[config.mk]
export PLATFORM = sky130hd
export DESIGN_NAME = mem_stage
export DESIGN_NICKNAME = d
export VERILOG_FILES = /design/src/rtl/mem_pkg.sv /design/src/rtl/mem_wb_reg.sv /design/src/rtl/mem_stage.sv
export SDC_FILE = /design/constraint.sdc
export NUM_CORES = 1
export LEC_CHECK = 0
export ABC_CLOCK_PERIOD_IN_PS = 1800
export CAP_MARGIN = 5
export CELL_PAD_IN_SITES_DETAIL_PLACEMENT = 1
export CELL_PAD_IN_SITES_GLOBAL_PLACEMENT = 2
export CORE_UTILIZATION = 22
export DETAILED_ROUTE_END_ITERATION = 10
export GPL_ROUTABILITY_DRIVEN = 0
export PLACE_DENSITY = 0.88
export SETUP_SLACK_MARGIN = 0.1
export SLEW_MARGIN = 20
export SYNTH_ARGS = -nofsm -noshare
export SYNTH_HDL_FRONTEND = slang
export SYNTH_SLANG_ARGS = --single-unit
[constraint.sdc]
create_clock -name clk -period 1.8 [get_ports clk]
set_input_delay 0.36 -clock clk [delete_from_list [all_inputs] [get_ports clk]]
set_output_delay 0.36 -clock clk [all_outputs]
set_load 0.01 [all_outputs]
[src/rtl/mem_pkg.sv]
// Shared types and constants for the MIPS memory stage (mem_stage and mem_wb_reg).
package mem_pkg;

    typedef enum logic [0:0] {
        IDLE = 1'b0,
        REQ  = 1'b1
    } state_e;

    localparam int M_BRANCH    = 2;
    localparam int M_READ      = 1;
    localparam int M_WRITE     = 0;
    localparam int WB_MEM2REG  = 1;
    localparam int WB_REGWRITE = 0;

    localparam logic [31:0] TIMEOUT_DATA = 32'hDEADBEEF;

    function automatic logic is_memop(input logic [2:0] m);
        return m[M_READ] | m[M_WRITE];
    endfunction

endpackage

[src/rtl/mem_wb_reg.sv]
// MEM/WB pipeline register: full load, or bubble insert that clears only the control bits.
module mem_wb_reg
    import mem_pkg::*;
(
    input  logic        clk,
    input  logic        reset,
    input  logic        load_i,
    input  logic        bubble_i,
    input  logic [31:0] rdata_i,
    input  logic [31:0] res_i,
    input  logic [4:0]  wreg_i,
    input  logic [1:0]  wb_i,
    output logic [31:0] rdata_o,
    output logic [31:0] res_o,
    output logic [4:0]  wreg_o,
    output logic [1:0]  wb_o
);

    logic [31:0] rdata_q;
    logic [31:0] res_q;
    logic [4:0]  wreg_q;
    logic [1:0]  wb_q;

    always_ff @(posedge clk) begin
        if (reset) begin
            rdata_q <= '0;
            res_q   <= '0;
            wreg_q  <= '0;
            wb_q    <= '0;
        end else if (load_i) begin
            rdata_q <= rdata_i;
            res_q   <= res_i;
            wreg_q  <= wreg_i;
            wb_q    <= wb_i;
        end else if (bubble_i) begin
            // A bubble must never write the register file; data fields keep their value.
            wb_q[WB_MEM2REG]  <= 1'b0;
            wb_q[WB_REGWRITE] <= 1'b0;
        end
    end

    assign rdata_o = rdata_q;
    assign res_o   = res_q;
    assign wreg_o  = wreg_q;
    assign wb_o    = wb_q;

endmodule

[src/rtl/mem_stage.sv]
// MIPS memory stage: EX/MEM -> data-memory req/ack bus -> MEM/WB, with upstream stall.
// Optional bus timeout is enabled by defining MEM_TIMEOUT_EN.
module mem_stage
    import mem_pkg::*;
#(
    parameter int ADDR_W         = 8,
    parameter int TIMEOUT_CYCLES = 16
) (
    input  logic              clk,
    input  logic              reset,
    input  logic [31:0]       res,
    input  logic [31:0]       write_data_ex,
    input  logic [4:0]        write_register_ex,
    input  logic              zero,
    input  logic [2:0]        m_MEM,
    input  logic [1:0]        wb_MEM,
    output logic              dmem_req,
    output logic              dmem_we,
    output logic [ADDR_W-1:0] dmem_addr,
    output logic [31:0]       dmem_wdata,
    input  logic [31:0]       dmem_rdata,
    input  logic              dmem_ack,
    output logic              stall,
    output logic              pcsrc,
    output logic [31:0]       read_data_wb,
    output logic [31:0]       res_wb,
    output logic [4:0]        write_register_wb,
    output logic [1:0]        wb_WB,
    output logic              bus_error,
    output state_e            state_dbg
);

    if (TIMEOUT_CYCLES < 1 || ADDR_W < 1 || ADDR_W > 30) begin : g_bad_params
        $error("mem_stage: unsupported ADDR_W or TIMEOUT_CYCLES");
    end

    state_e              state_q, state_d;
    logic [ADDR_W-1:0]   addr_q, addr_d;
    logic [31:0]         wdata_q, wdata_d;
    logic                we_q, we_d;
    logic                mw_load, mw_bubble, stall_c, timeout_hit;
    logic [31:0]         mw_rdata;
    logic [1:0]          mw_wb;

    // Handshake: dmem_req rises the cycle after a memop is seen in IDLE and stays high,
    // with addr/wdata/we frozen, until a one-cycle dmem_ack (or a timeout) ends it.
    always_comb begin
        state_d   = state_q;
        addr_d    = addr_q;
        wdata_d   = wdata_q;
        we_d      = we_q;
        mw_load   = 1'b0;
        mw_bubble = 1'b0;
        mw_rdata  = '0;
        mw_wb     = wb_MEM;
        stall_c   = 1'b0;
        case (state_q)
            IDLE: begin
                if (is_memop(m_MEM)) begin
                    stall_c   = 1'b1;
                    mw_bubble = 1'b1;
                    state_d   = REQ;
                    addr_d    = res[ADDR_W+1:2];
                    wdata_d   = write_data_ex;
                    we_d      = m_MEM[M_WRITE];
                end else begin
                    mw_load = 1'b1;
                end
            end
            REQ: begin
                if (dmem_ack) begin
                    mw_load  = 1'b1;
                    mw_rdata = we_q ? 32'd0 : dmem_rdata;
                    state_d  = IDLE;
                end else if (timeout_hit) begin
                    mw_load  = 1'b1;
                    mw_rdata = TIMEOUT_DATA;
                    mw_wb    = 2'b00;
                    state_d  = IDLE;
                end else begin
                    stall_c = 1'b1;
                end
            end
            default: state_d = IDLE;
        endcase
    end

    always_ff @(posedge clk) begin
        if (reset) begin
            state_q <= IDLE;
            addr_q  <= '0;
            wdata_q <= '0;
            we_q    <= 1'b0;
        end else begin
            state_q <= state_d;
            addr_q  <= addr_d;
            wdata_q <= wdata_d;
            we_q    <= we_d;
        end
    end

`ifdef MEM_TIMEOUT_EN
    localparam int CNT_W = $clog2(TIMEOUT_CYCLES + 1);
    logic [CNT_W-1:0] cnt_q, cnt_d;
    logic             bus_err_q, bus_err_d;

    // cnt_q counts REQ cycles already spent; the last allowed cycle aborts if no ack.
    assign timeout_hit = (state_q == REQ) && !dmem_ack &&
                         (cnt_q == CNT_W'(TIMEOUT_CYCLES - 1));

    always_comb begin
        cnt_d     = '0;
        bus_err_d = bus_err_q | timeout_hit;
        if (state_q == REQ && !dmem_ack && !timeout_hit) begin
            cnt_d = cnt_q + 1'b1;
        end
    end

    always_ff @(posedge clk) begin
        if (reset) begin
            cnt_q     <= '0;
            bus_err_q <= 1'b0;
        end else begin
            cnt_q     <= cnt_d;
            bus_err_q <= bus_err_d;
        end
    end

    assign bus_error = bus_err_q;
`else
    assign timeout_hit = 1'b0;
    assign bus_error   = 1'b0;
`endif

    mem_wb_reg u_mem_wb (
        .clk      (clk),
        .reset    (reset),
        .load_i   (mw_load),
        .bubble_i (mw_bubble),
        .rdata_i  (mw_rdata),
        .res_i    (res),
        .wreg_i   (write_register_ex),
        .wb_i     (mw_wb),
        .rdata_o  (read_data_wb),
        .res_o    (res_wb),
        .wreg_o   (write_register_wb),
        .wb_o     (wb_WB)
    );

    assign dmem_req   = (state_q == REQ);
    assign dmem_we    = we_q;
    assign dmem_addr  = addr_q;
    assign dmem_wdata = wdata_q;
    assign stall      = stall_c & ~reset;
    assign pcsrc      = m_MEM[M_BRANCH] & zero;
    assign state_dbg  = state_q;

endmodule

=== Word level (Yosys, flattened, before mapping) ===
Cells that the tools add are included.
Widths: inputs -> output; s select.

* Multiplexer cells: 12
* Bitwise logic cells: 5
* Reduce and logical (&&, ||, !) cells: 2

{| class="wikitable"
|+ Operators by type and width
! operator !! number
|-
| $mux 32 || 3
|-
| $mux 1 || 5
|-
| $mux 2 || 2
|-
| $pmux 1 s2 || 2
|-
| $and 1x1->1 || 2
|-
| $not 1->1 || 2
|-
| $reduce_and 2->1 || 1
|-
| $reduce_bool 2->1 || 1
|-
| $or 1x1->1 || 1
|}

* Output and inout bits: 117
* Flip-flop bits (word level): 113
* Input bits: 110
* Logic and storage cells: 27

=== Longest topological paths before layout ===
Gate-level depths: netlist (run 1).

* Depth in word-level cells: 5
* Gate-level depth with buffers: 5
* Depth with buffers taken out: 3

=== Modules after synthesis ===
Synthesis (run 1) repeated with hierarchy kept, for this count alone.

* Cell total of the unflattened synthesis: 456
* Area total of the unflattened synthesis: 4267.8 sq um

{| class="wikitable"
|+ By module, submodules not included
! module !! area an instance (sq um) !! cells an instance !! sequential area each (sq um) !! times used
|-
| mem_wb_reg || 2501.1 || 231 || 1421.4 || 1
|-
| mem_stage || 1766.7 || 225 || 840.8 || 1
|}

=== Worst setup path after synthesis (run 1) ===
No wires, ideal clock.

* Path kind: reg2out
* Start point: reg state_q (netlist: dmem_req)
* End point: out stall
* Arrival: 1.095 ns
* Cell stages (with the launch flop): 4
* Buffers on the path: 1
* Path slack: 0.345 ns
* Required time: 1.440 ns
* Cells stage by stage: dfxtp_1 nor3_4 a211oi_4 buf_6

* Word-level cells in the longest chain between the ends: 3

{| class="wikitable"
|+ RTL lines
! item !! line !! source
|-
| from (decl) || mem_stage.sv:37 || <nowiki>state_e state_q, state_d;</nowiki>
|-
| from (signal assigned) || mem_stage.sv:95 || <nowiki>state_q <= state_d;</nowiki>
|-
| $not 1->1 (no source line) || n/a ||
|-
| $pmux 1 s2 (*) || mem_stage.sv:57 || <nowiki>case (state_q)</nowiki>
|-
| $and 1x1->1 (*) || mem_stage.sv:154 || <nowiki>assign stall = stall_c & ~reset;</nowiki>
|-
| to (decl) || mem_stage.sv:23 || <nowiki>output logic stall,</nowiki>
|}

Mark *: on every way between the ends. The rest lies on a longest branch, timed or not.

=== Final worst setup path (run 1) ===
* Start point: reg u_mem_wb.res_q[11] (netlist: u_mem_wb.res_o[11])
* End point: out res_wb[11]

{| class="wikitable"
|+ RTL lines
! item !! line !! source
|-
| from (decl) || mem_wb_reg.sv:20 || <nowiki>logic [31:0] res_q;</nowiki>
|-
| from (signal assigned) || mem_wb_reg.sv:32 || <nowiki>res_q <= res_i;</nowiki>
|-
| to (decl) || mem_stage.sv:26 || <nowiki>output logic [31:0] res_wb,</nowiki>
|}

No word-level cell between the ends.

==> results of run 1 <==
## sequential cells by signal (all words and copies together) (netlist names)
signal	cells
u_mem_wb.res_o	32
u_mem_wb.wb_o	2
dmem_we	1
dmem_wdata	32
dmem_addr	8
dmem_req	1
u_mem_wb.rdata_o	32
u_mem_wb.wreg_o	5
## cell usage in the layout, fill, tap and decap left out, drive strengths merged
master / instances
nand2b: 74
mux2i: 38
conb: 1
clkinv: 3
or2b: 1
clkinvlp: 2
clkdlybuf4s50: 147
inv: 2
nor3: 1
dlygate4sd2: 22
o21ba: 1
dfxtp: 113
a211oi: 2
nand2: 82
a21oi: 43
clkbuf: 20
dlymetal6s2s: 54
a22o: 32
o21bai: 1
nor2: 1
nand3: 2
bufinv: 5
nor4bb: 1
and2: 1
nor2b: 1
buf: 19
## metrics by stage
step                      power, mW  std cells
after floorplan                3.28        430
after global placement         3.94        897
after detailed placement       3.98        897
after CTS                      7.77        929
after global routing           7.94        929
final                          7.60        929
## what timing repair did
action / CTS / global route
gates resized for setup: 29 / 55
gates cloned: 0 / 0
endpoints found under the setup margin: 20 / 55
## logic make-up after synthesis
family,after synthesis,synth area share
flip-flops,113,0.529
AO/OA/AOI/OAI,79,0.127
other,1,0.000877
AND/OR/NAND/NOR,164,0.194
buffers and inverters,35,0.0597
multiplexers,38,0.0889
## area by class of cell
class	instances	share of cell area
Timing Repair Buffer	242	0.335
Sequential cell	113	0.299
Multi-Input combinational cell	282	0.237
Clock buffer	20	0.0590
Tap cell	260	0.0430
Clock inverter	12	0.0271
## where the power goes
group          internal (mW)  total [mW]  switching [mW]
Combinational          0.647        1.12           0.475
Sequential              2.66        2.75          0.0878
Clock                   2.50        3.73            1.22
Total                   5.81        7.60            1.79
## layer usage
layer	share of wire	up-vias
met1	0.39	1857
li1	-	1882
met4	0.023	0
met5	0	-
met3	0.091	20
met2	0.50	159
## worst min path at each step
| stage | startpoint | slack, ns | end |
|---|---|---|---|
| 2_1_floorplan | dmem_ack | 0.46 | dmem_req$_SDFF_PP0_ |
| 3_3_place_gp | u_mem_wb.wb_o[1]$_SDFFE_PP0P_ | 0.44 | u_mem_wb.wb_o[1]$_SDFFE_PP0P_ |
| 3_5_place_dp | dmem_wdata[5]$_SDFFE_PP0P_ | 0.45 | dmem_wdata[5]$_SDFFE_PP0P_ |
| 4_1_cts | dmem_wdata[5]$_SDFFE_PP0P_ | 0.46 | dmem_wdata[5]$_SDFFE_PP0P_ |
| 5_1_grt | dmem_wdata[24]$_SDFFE_PP0P_ | 0.48 | dmem_wdata[24]$_SDFFE_PP0P_ |
| 6_report | dmem_wdata[9]$_SDFFE_PP0P_ | 0.45 | dmem_wdata[9]$_SDFFE_PP0P_ |
==> summary.md, run 1 <==
| Metric | Value |
|---|---|
| Outcome | finished, final reports clean |
| Root buffer cell | clkbuf_16 |
| Final Core Density | 0.401 |
| Crit path kind | reg2out |
| Die Width | 141 um |
| CP Max Fanout | 2 |
| Post-DP HPWL | 10.4 mm |
| Max_cap viols | 0 |
| CP required | 1.44 ns |
| Met2 usage | 0.253 |
| Overall Global Routing Usage | 0.144 |
| Initial DRC count | 74 |
| Row Count | 50 |
| Pre-CTS setup slack | -0.441 ns |
| Hold_ws | 0.453 ns |
| Ys Warns | 0 |
| Power Density | 1000 mW/mm^2 |
| Post-synth EDFFs | 0 |
| Clock transition at the registers of the reported paths | 0.05 ns |
| Post-DR wirelength/cell | 15.5 um |
| Final ANT Viol Nets | 0 |
| Share of layout cells above drive strength 1 | 0.0837 |
| Worst Setup End Kind | primary output |
| Most numerous cell in the Yosys netlist | dfxtp_1 |
| Hold Vio Cnt, Final | 0 |
| Cells along the critical path | clkdlybuf4s50_1 |
| Dominant cells by area after synthesis | dfxtp_1, nand2b_1, mux2i_1 |
| Fmax | 0.602 GHz |
| TritonCTS clock tree | done |
| Largest net degree at the start of global routing | 120 |
| Core Area | 0.0189 mm^2 |
| Fin nets | 766 |
| Antenna violations before repair | 0 |
| Ports | 227 |
| Register Area | 0.00227 mm^2 |
| Multi-input logic area | 0.00179 mm^2 |
| Hold Path Stages | 2 |
| Postcts setup bufs | 0 |
| Yosys top cell area share | 0.529 |
| Die area | 0.0200 mm^2 |
| Crit path DAT | 1.30 ns |
| Seq cells post-synth | 113 |
| Reg-to-Reg End | dmem_wdata[30]$_SDFFE_PP0P_ |
| Hold Buf Count CTS | 0 |
| Net Count, Synth | 540 |
| Setup violations, final | 0 |
| Final wirelength | 14.4 mm |
| Total grt overflow | 0 |
| Busiest grt layer | met2 |
| Largest area contributor in the netlist | dfxtp_1 |
| CP Launch Type | flip-flop |
| Die height | 141 um |
| Tmin final | 1.66 ns |
| RSZ-0062 raised after global routing | no |
| Port Buffer Count | 225 |
| Leak | 3.90 nW |
| Number of fill cells in the layout | 2116 |
| Syn Inst Count | 430 |
| H-tree depth | 4 |
| # diodes | 0 |
| Top delay family on crit path | buffers and inverters |
| Vias | 3918 |
| Met1 usage | 0.147 |
| Instance count on the critical path | 1 |
| Fin crit share | 0.923 |
| Clock Path Buffers | 2 |
| Reg2reg start | dmem_req$_SDFF_PP0_ |
| R2R cell count | 5 |
| Mapped Area | 0.00428 mm^2 |
| Seq/Total Area, Yosys | 0.529 |
| R2R setup slack | 0.42 ns |
| Fin area | 0.00757 mm^2 |
| Residual DRC count | 0 |
| Worst path slowest cell | clkdlybuf4s50_1 |
| Vias in the first global route | 4328 |
| Layout area overhead | 77.1% |
| First-pass DRT Iterations | 4 |
| GR Util met3 | 0.0726 |
| Worst setup endpoint | res_wb[11] |
| Crit path from | u_mem_wb.res_o[11]$_SDFFE_PP0P_ |
| Worst clock skew | 0.00536 ns |
| Sink Count | 113 |
| Number of buffers created by CTS | 17 |
| Peak supply drop | 0.605 mV |
| Final worst slack | 0.139 ns |
| First-pass GRT wire length | 22.3 mm |
| Critical path's largest stage delay | 0.57 ns |
| Worst path bufs/invs | 1 |
| Hold crit path type | reg2reg |
| Post-synth top flop | dfxtp_1 |
| Clock Latency Late Sink | 0.41 ns |
| Synth cell count leaders | dfxtp_1, nand2_1, nand2b_1 |
| Setup TNS | 0 ns |
| Placement Cell Area | 0.00681 mm^2 |
| Initial Utilization | 0.226 |
| Via density | 4.22 |
| Unique masters post-synth | 23 |
| Max Slew Vio Count | 0 |
| Syn avg cell area | 9.95 um^2 |
| Asr flop ratio synth | 0 |
Note: power is estimated with default switching activity, not from simulation.
==> inputs of run 2 (changes only) <==
- PLACE_DENSITY: 0.88 -> default
- PLACE_DENSITY_LB_ADDON: default -> 0.1
- SKIP_CTS_REPAIR_TIMING: default -> 1
==> run 2 against run 1 <==
  * First-iteration DRC count rose by 27%
  * Clock power is 8.0% lower
  * Die area did not move
  * Non-clock buffer count up 2
  * Sequential share of layout area is essentially flat
  * Design area is essentially flat
  * Wire length is 0.80% lower
  * Global-route usage is essentially flat
  * Largest power group unchanged
  * Highest routed layer unchanged
==> summary.md, run 2 (synthesis gave the netlist of run 1 again) <==
| Metric | Value |
|---|---|
| Hold Vio Cnt, Final | 0 |
| Pwr Total | 7.34 mW |
| Number of fill cells in the layout | 2128 |
| Ports | 227 |
| CP required | 1.44 ns |
| Setup TNS | 0 ns |
| Share of layout cells above drive strength 1 | 0.0879 |
| R2R cell count | 4 |
| Crit path kind | in2out |
| Reg2reg start | dmem_req$_SDFF_PP0_ |
| Final Core Density | 0.401 |
| Crit path DAT | 1.40 ns |
| Actual slew at the worst max-slew pin | 0.615 ns |
| Residual DRC count | 0 |
| Die Width | 141 um |
| Multi-input logic area | 0.00179 mm^2 |
| Largest net degree at the start of global routing | 76 |
| Worst Setup End Kind | primary output |
| Vias in the first global route | 4191 |
| Reg-to-Reg End | u_mem_wb.rdata_o[0]$_SDFFE_PP0P_ |
| Hold_ws | 0.414 ns |
| Core Area | 0.0189 mm^2 |
| Worst path slowest cell | clkdlybuf4s50_1 |
| Vias | 3825 |
| Port Buffer Count | 225 |
| First-pass GRT wire length | 22.3 mm |
| RSZ-0062 raised after global routing | yes |
| Max-slew headroom | 0.590 |
| Row Count | 50 |
| Hold Path Stages | 3 |
| Overall Global Routing Usage | 0.145 |
| Antenna violations before repair | 0 |
| Pre-CTS setup slack | -0.427 ns |
| Clock Latency Late Sink | 0.41 ns |
| Setup violations, final | 0 |
| Root buffer cell | clkbuf_16 |
| Final worst slack | 0.0430 ns |
| TritonCTS clock tree | done |
| Cells along the critical path | clkdlybuf4s50_1 -> nor3_4 -> a211oi_4 -> clkbuf_2 |
| Worst clock skew | 0.00702 ns |
| First-pass DRT Iterations | 4 |
| Placement Cell Area | 0.00686 mm^2 |
| Register Area | 0.00227 mm^2 |
| Post-DR wirelength/cell | 15.4 um |
| Initial DRC count | 94 |
| H-tree depth | 4 |
| Fin nets | 768 |
| Leading cell type in the layout, fill and taps excluded | clkdlybuf4s50_1 |
| Die height | 141 um |
| Die area | 0.0200 mm^2 |
| R2R setup slack | 0.45 ns |
| Clock Path Buffers | 2 |
| Peak supply drop | 0.597 mV |
| Post-DP HPWL | 10.2 mm |
| Fmax | 0.569 GHz |
| Hold EP | dmem_wdata[31]$_SDFFE_PP0P_ |
| Min-delay src | reset |
| Total grt overflow | 0 |
| Final instance count without filler cells | 931 |
| Final wirelength | 14.3 mm |
| Via density | 4.11 |
| Clock transition at the registers of the reported paths | 0.06 ns |
| CP Max Fanout | 2 |
| Post-placement cell count | 899 |
| Critical path's largest stage delay | 0.53 ns |
| Fin area | 0.00757 mm^2 |
| Initial Utilization | 0.226 |
| Max Slew Vio Count | 0 |
| Layout area overhead | 77.1% |
| # diodes | 0 |
| Number of buffers created by CTS | 17 |
| Final ANT Viol Nets | 0 |
| Max_cap viols | 0 |
| Most frequent cells in the layout | clkdlybuf4s50_1, dfxtp_1, nand2_1 |
| Fin crit share | 0.976 |
| CP Launch Type | input port |
| Sink Count | 113 |
| Leak | 3.72 nW |
| Hold crit path type | in2reg |
| Power Density | 969 mW/mm^2 |
| Outcome | finished, final reports clean |
| Tmin final | 1.76 ns |
==> run 2: layer usage <==
layer / part of all wire / track usage / vias up / wire length (um)
met2: 0.49 / 0.249 / 131 / 7030
met4: 0.013 / 0.0577 / 0 / 187
met5: 0 / 0 / - / 0
met3: 0.081 / 0.0560 / 12 / 1160
met1: 0.41 / 0.160 / 1795 / 5950
li1: - / - / 1887 / -
==> run 2: critical path: cells and delay by family <==
family                 cells  cell delay (ns)
AOI/OAI and AO/OA          1             0.23
and+or+nand+nor            1             0.07
buffers and inverters      2             0.72
==> run 2: worst max-delay path by stage <==
stage | start | endpoint | slack [ns] | depth (start not counted)
final | m_MEM[1] | stall | 0.04 | 4
after global routing | m_MEM[1] | stall | -0.02 | 4
after detailed placement | m_MEM[1] | stall | -0.43 | 4
after floorplan | dmem_req$_SDFF_PP0_ | stall | 0.35 | 3
after CTS | dmem_req$_SDFF_PP0_ | stall | -0.45 | 3
after global placement | m_MEM[1] | stall | -0.41 | 4
==> run 2: power breakdown <==
group | switching (mW) | internal, mW
clock | 1.26 | 2.17
sequential | 0.0838 | 2.66
combinational | 0.475 | 0.688
==> run 2: cell type report <==
class / count / share of cell area
flip-flops and latches: 113 / 0.299
clock inverters: 14 / 0.0216
well taps: 260 / 0.0429
multi-input cells: 282 / 0.237
clock buffers: 18 / 0.0567
repair buffers: 244 / 0.343
==> inputs of run 3 (changes only) <==
- ABC_CLOCK_PERIOD_IN_PS: 1800 -> 1400
- CORE_UTILIZATION: 22 -> 20
- SETUP_SLACK_MARGIN: 0.1 -> 0.2
- SLEW_MARGIN: 20 -> default
- clock period: 1.8 -> 1.4 ns (I/O delays scaled with it)
==> run 3 against run 2 <==
  * The flow now finishes with violations (setup timing)
  * First-iteration DRC count down 26%
  * Wire length up 3.8%
  * Global-route usage down 1.3 points
  * Clock-buffer cell count down 1
  * Design area down 0.64%
  * Non-clock buffer count up 11
  * Cell count up 2.9%
  * Critical endpoint unchanged
==> summary.md, run 3 (synthesis gave the netlist of run 1 again) <==
| Metric | Value |
|---|---|
| Worst path bufs/invs | 1 |
| Ports | 227 |
| Core Area | 0.0210 mm^2 |
| Final Core Density | 0.358 |
| Worst path slowest cell | dfxtp_4 |
| Clock Path Buffers | 2 |
| Setup TNS | -1.58 ns |
| Post-DP HPWL | 10.1 mm |
| Final wirelength | 14.9 mm |
| Hold_ws | 0.331 ns |
| Fin nets | 779 |
| Worst Setup End Kind | primary output |
| Most frequent cells in the layout | clkdlybuf4s50_1, dfxtp_2, nand2_1 |
| CP Launch Type | flip-flop |
| Number of fill cells in the layout | 2339 |
| Die Width | 148 um |
| Via density | 4.09 |
| Vias | 3920 |
| Vias in the first global route | 4088 |
| Layout area overhead | 76.0% |
| Port Buffer Count | 225 |
| Fin area | 0.00753 mm^2 |
| Crit path DAT | 1.24 ns |
| First-pass GRT wire length | 21.9 mm |
| Final ANT Viol Nets | 0 |
| First-pass DRT Iterations | 4 |
| Row Count | 53 |
| Top delay family on crit path | flip-flops |
| Hold Vio Cnt, Final | 0 |
| Clock Latency Late Sink | 0.41 ns |
| Tmin final | 1.52 ns |
| Hold crit path type | in2reg |
| CP required | 1.12 ns |
| Cells along the critical path | nor3_4 -> a211oi_4 -> buf_6 |
| Post-DR wirelength/cell | 15.5 um |
| Leak | 3.33 nW |
| Residual DRC count | 0 |
| Fmax | 0.656 GHz |
| Number of buffers created by CTS | 17 |
| Final worst slack | -0.124 ns |
| Setup violations, final | 33 |
| Worst clock skew | 0.00627 ns |
| Initial Utilization | 0.203 |
| Sink Count | 113 |
| Overall Global Routing Usage | 0.132 |
| Final instance count without filler cells | 958 |
| Leading cell type in the layout, fill and taps excluded | clkdlybuf4s50_1 |
| Post-placement cell count | 914 |
| CP Max Fanout | 4 |
| RSZ-0062 raised after global routing | yes |
| Max Slew Vio Count | 0 |
| Critical path's largest stage delay | 0.39 ns |
| Clock transition at the registers of the reported paths | 0.06 ns |
| Share of layout cells above drive strength 1 | 0.415 |
| Crit path kind | reg2out |
| Largest net degree at the start of global routing | 58 |
| Initial DRC count | 70 |
| Fin crit share | 1.09 |
| Total grt overflow | 0 |
| TritonCTS clock tree | done |
| Root buffer cell | clkbuf_16 |
| Peak supply drop | 0.665 mV |
| Max_cap viols | 0 |
| Violated checks | setup timing |
| Placement Cell Area | 0.00687 mm^2 |
| Antenna violations before repair | 1 |
| Die height | 148 um |
| Die area | 0.0220 mm^2 |
| Power Density | 1270 mW/mm^2 |
| H-tree depth | 4 |
| Outcome | finished with violations |
==> run 3: cell count changes in the layout (fill, tap and decap cells not counted), sizes merged <==
cell / change
buf: +95
bufinv: -1
clkbuf: +30
clkdlybuf4s50: -70
clkinv: -3
clkinvlp: -1
diode: +1
dlymetal6s2s: -45
inv: +6
==> run 3: power by group <==
part	total, mW	switching (mW)	leakage [nW]	internal (mW)
sequential	3.58	0.120	0.966	3.46
clock	4.42	1.74	0.288	2.68
combinational	1.55	0.653	2.08	0.897
total	9.54	2.51	3.33	7.03
==> run 3: area by class of cell <==
cell class,count,area [um^2],share of cell area
Antenna cell,1,2.50,0.000333
Clock buffer,17,425,0.0565
Clock inverter,15,174,0.0231
Multi-Input combinational cell,282,1800,0.240
Sequential cell,113,2380,0.317
Tap cell,275,344,0.0457
Timing Repair Buffer,255,2390,0.318
==> run 3: layer usage <==
metal | routed length (um) | up-vias | global-route usage
li1 | - | 1910 | -
met1 | 6170 | 1862 | 0.146
met2 | 7310 | 129 | 0.217
met3 | 1210 | 19 | 0.0641
met4 | 193 | 0 | 0.0479
met5 | 0 | - | 0
==> run 3: worst reg2reg max path, stage by stage, from the launching register on <==
cell       delay [ns]
dfxtp_4          0.37
buf_6            0.12
buf_6            0.12
a21oi_4          0.27
buf_12           0.18
clkbuf_16        0.17
mux2i_1          0.19
==> run 3: per-stage QoR <==
step / setup WS [ns] / power [mW]
after global routing: -0.198 / 10.1
after floorplan: 0.201 / 4.22
after CTS: -0.740 / 9.67
final: -0.124 / 9.54
after global placement: -0.714 / 5.12
after detailed placement: -0.740 / 5.15
==> run 3: final timing paths <==
kind / startpoint / to / slack (ns) / depth (start not counted)
worst max-delay path: dmem_req$_SDFF_PP0_ / stall / -0.12 / 3
worst max register to register: dmem_req$_SDFF_PP0_ / u_mem_wb.res_o[31]$_SDFFE_PP0P_ / -0.08 / 6
worst min register to register: u_mem_wb.wb_o[1]$_SDFFE_PP0P_ / u_mem_wb.wb_o[1]$_SDFFE_PP0P_ / 0.45 / 2
worst min-delay path: reset / dmem_wdata[8]$_SDFFE_PP0P_ / 0.33 / 3
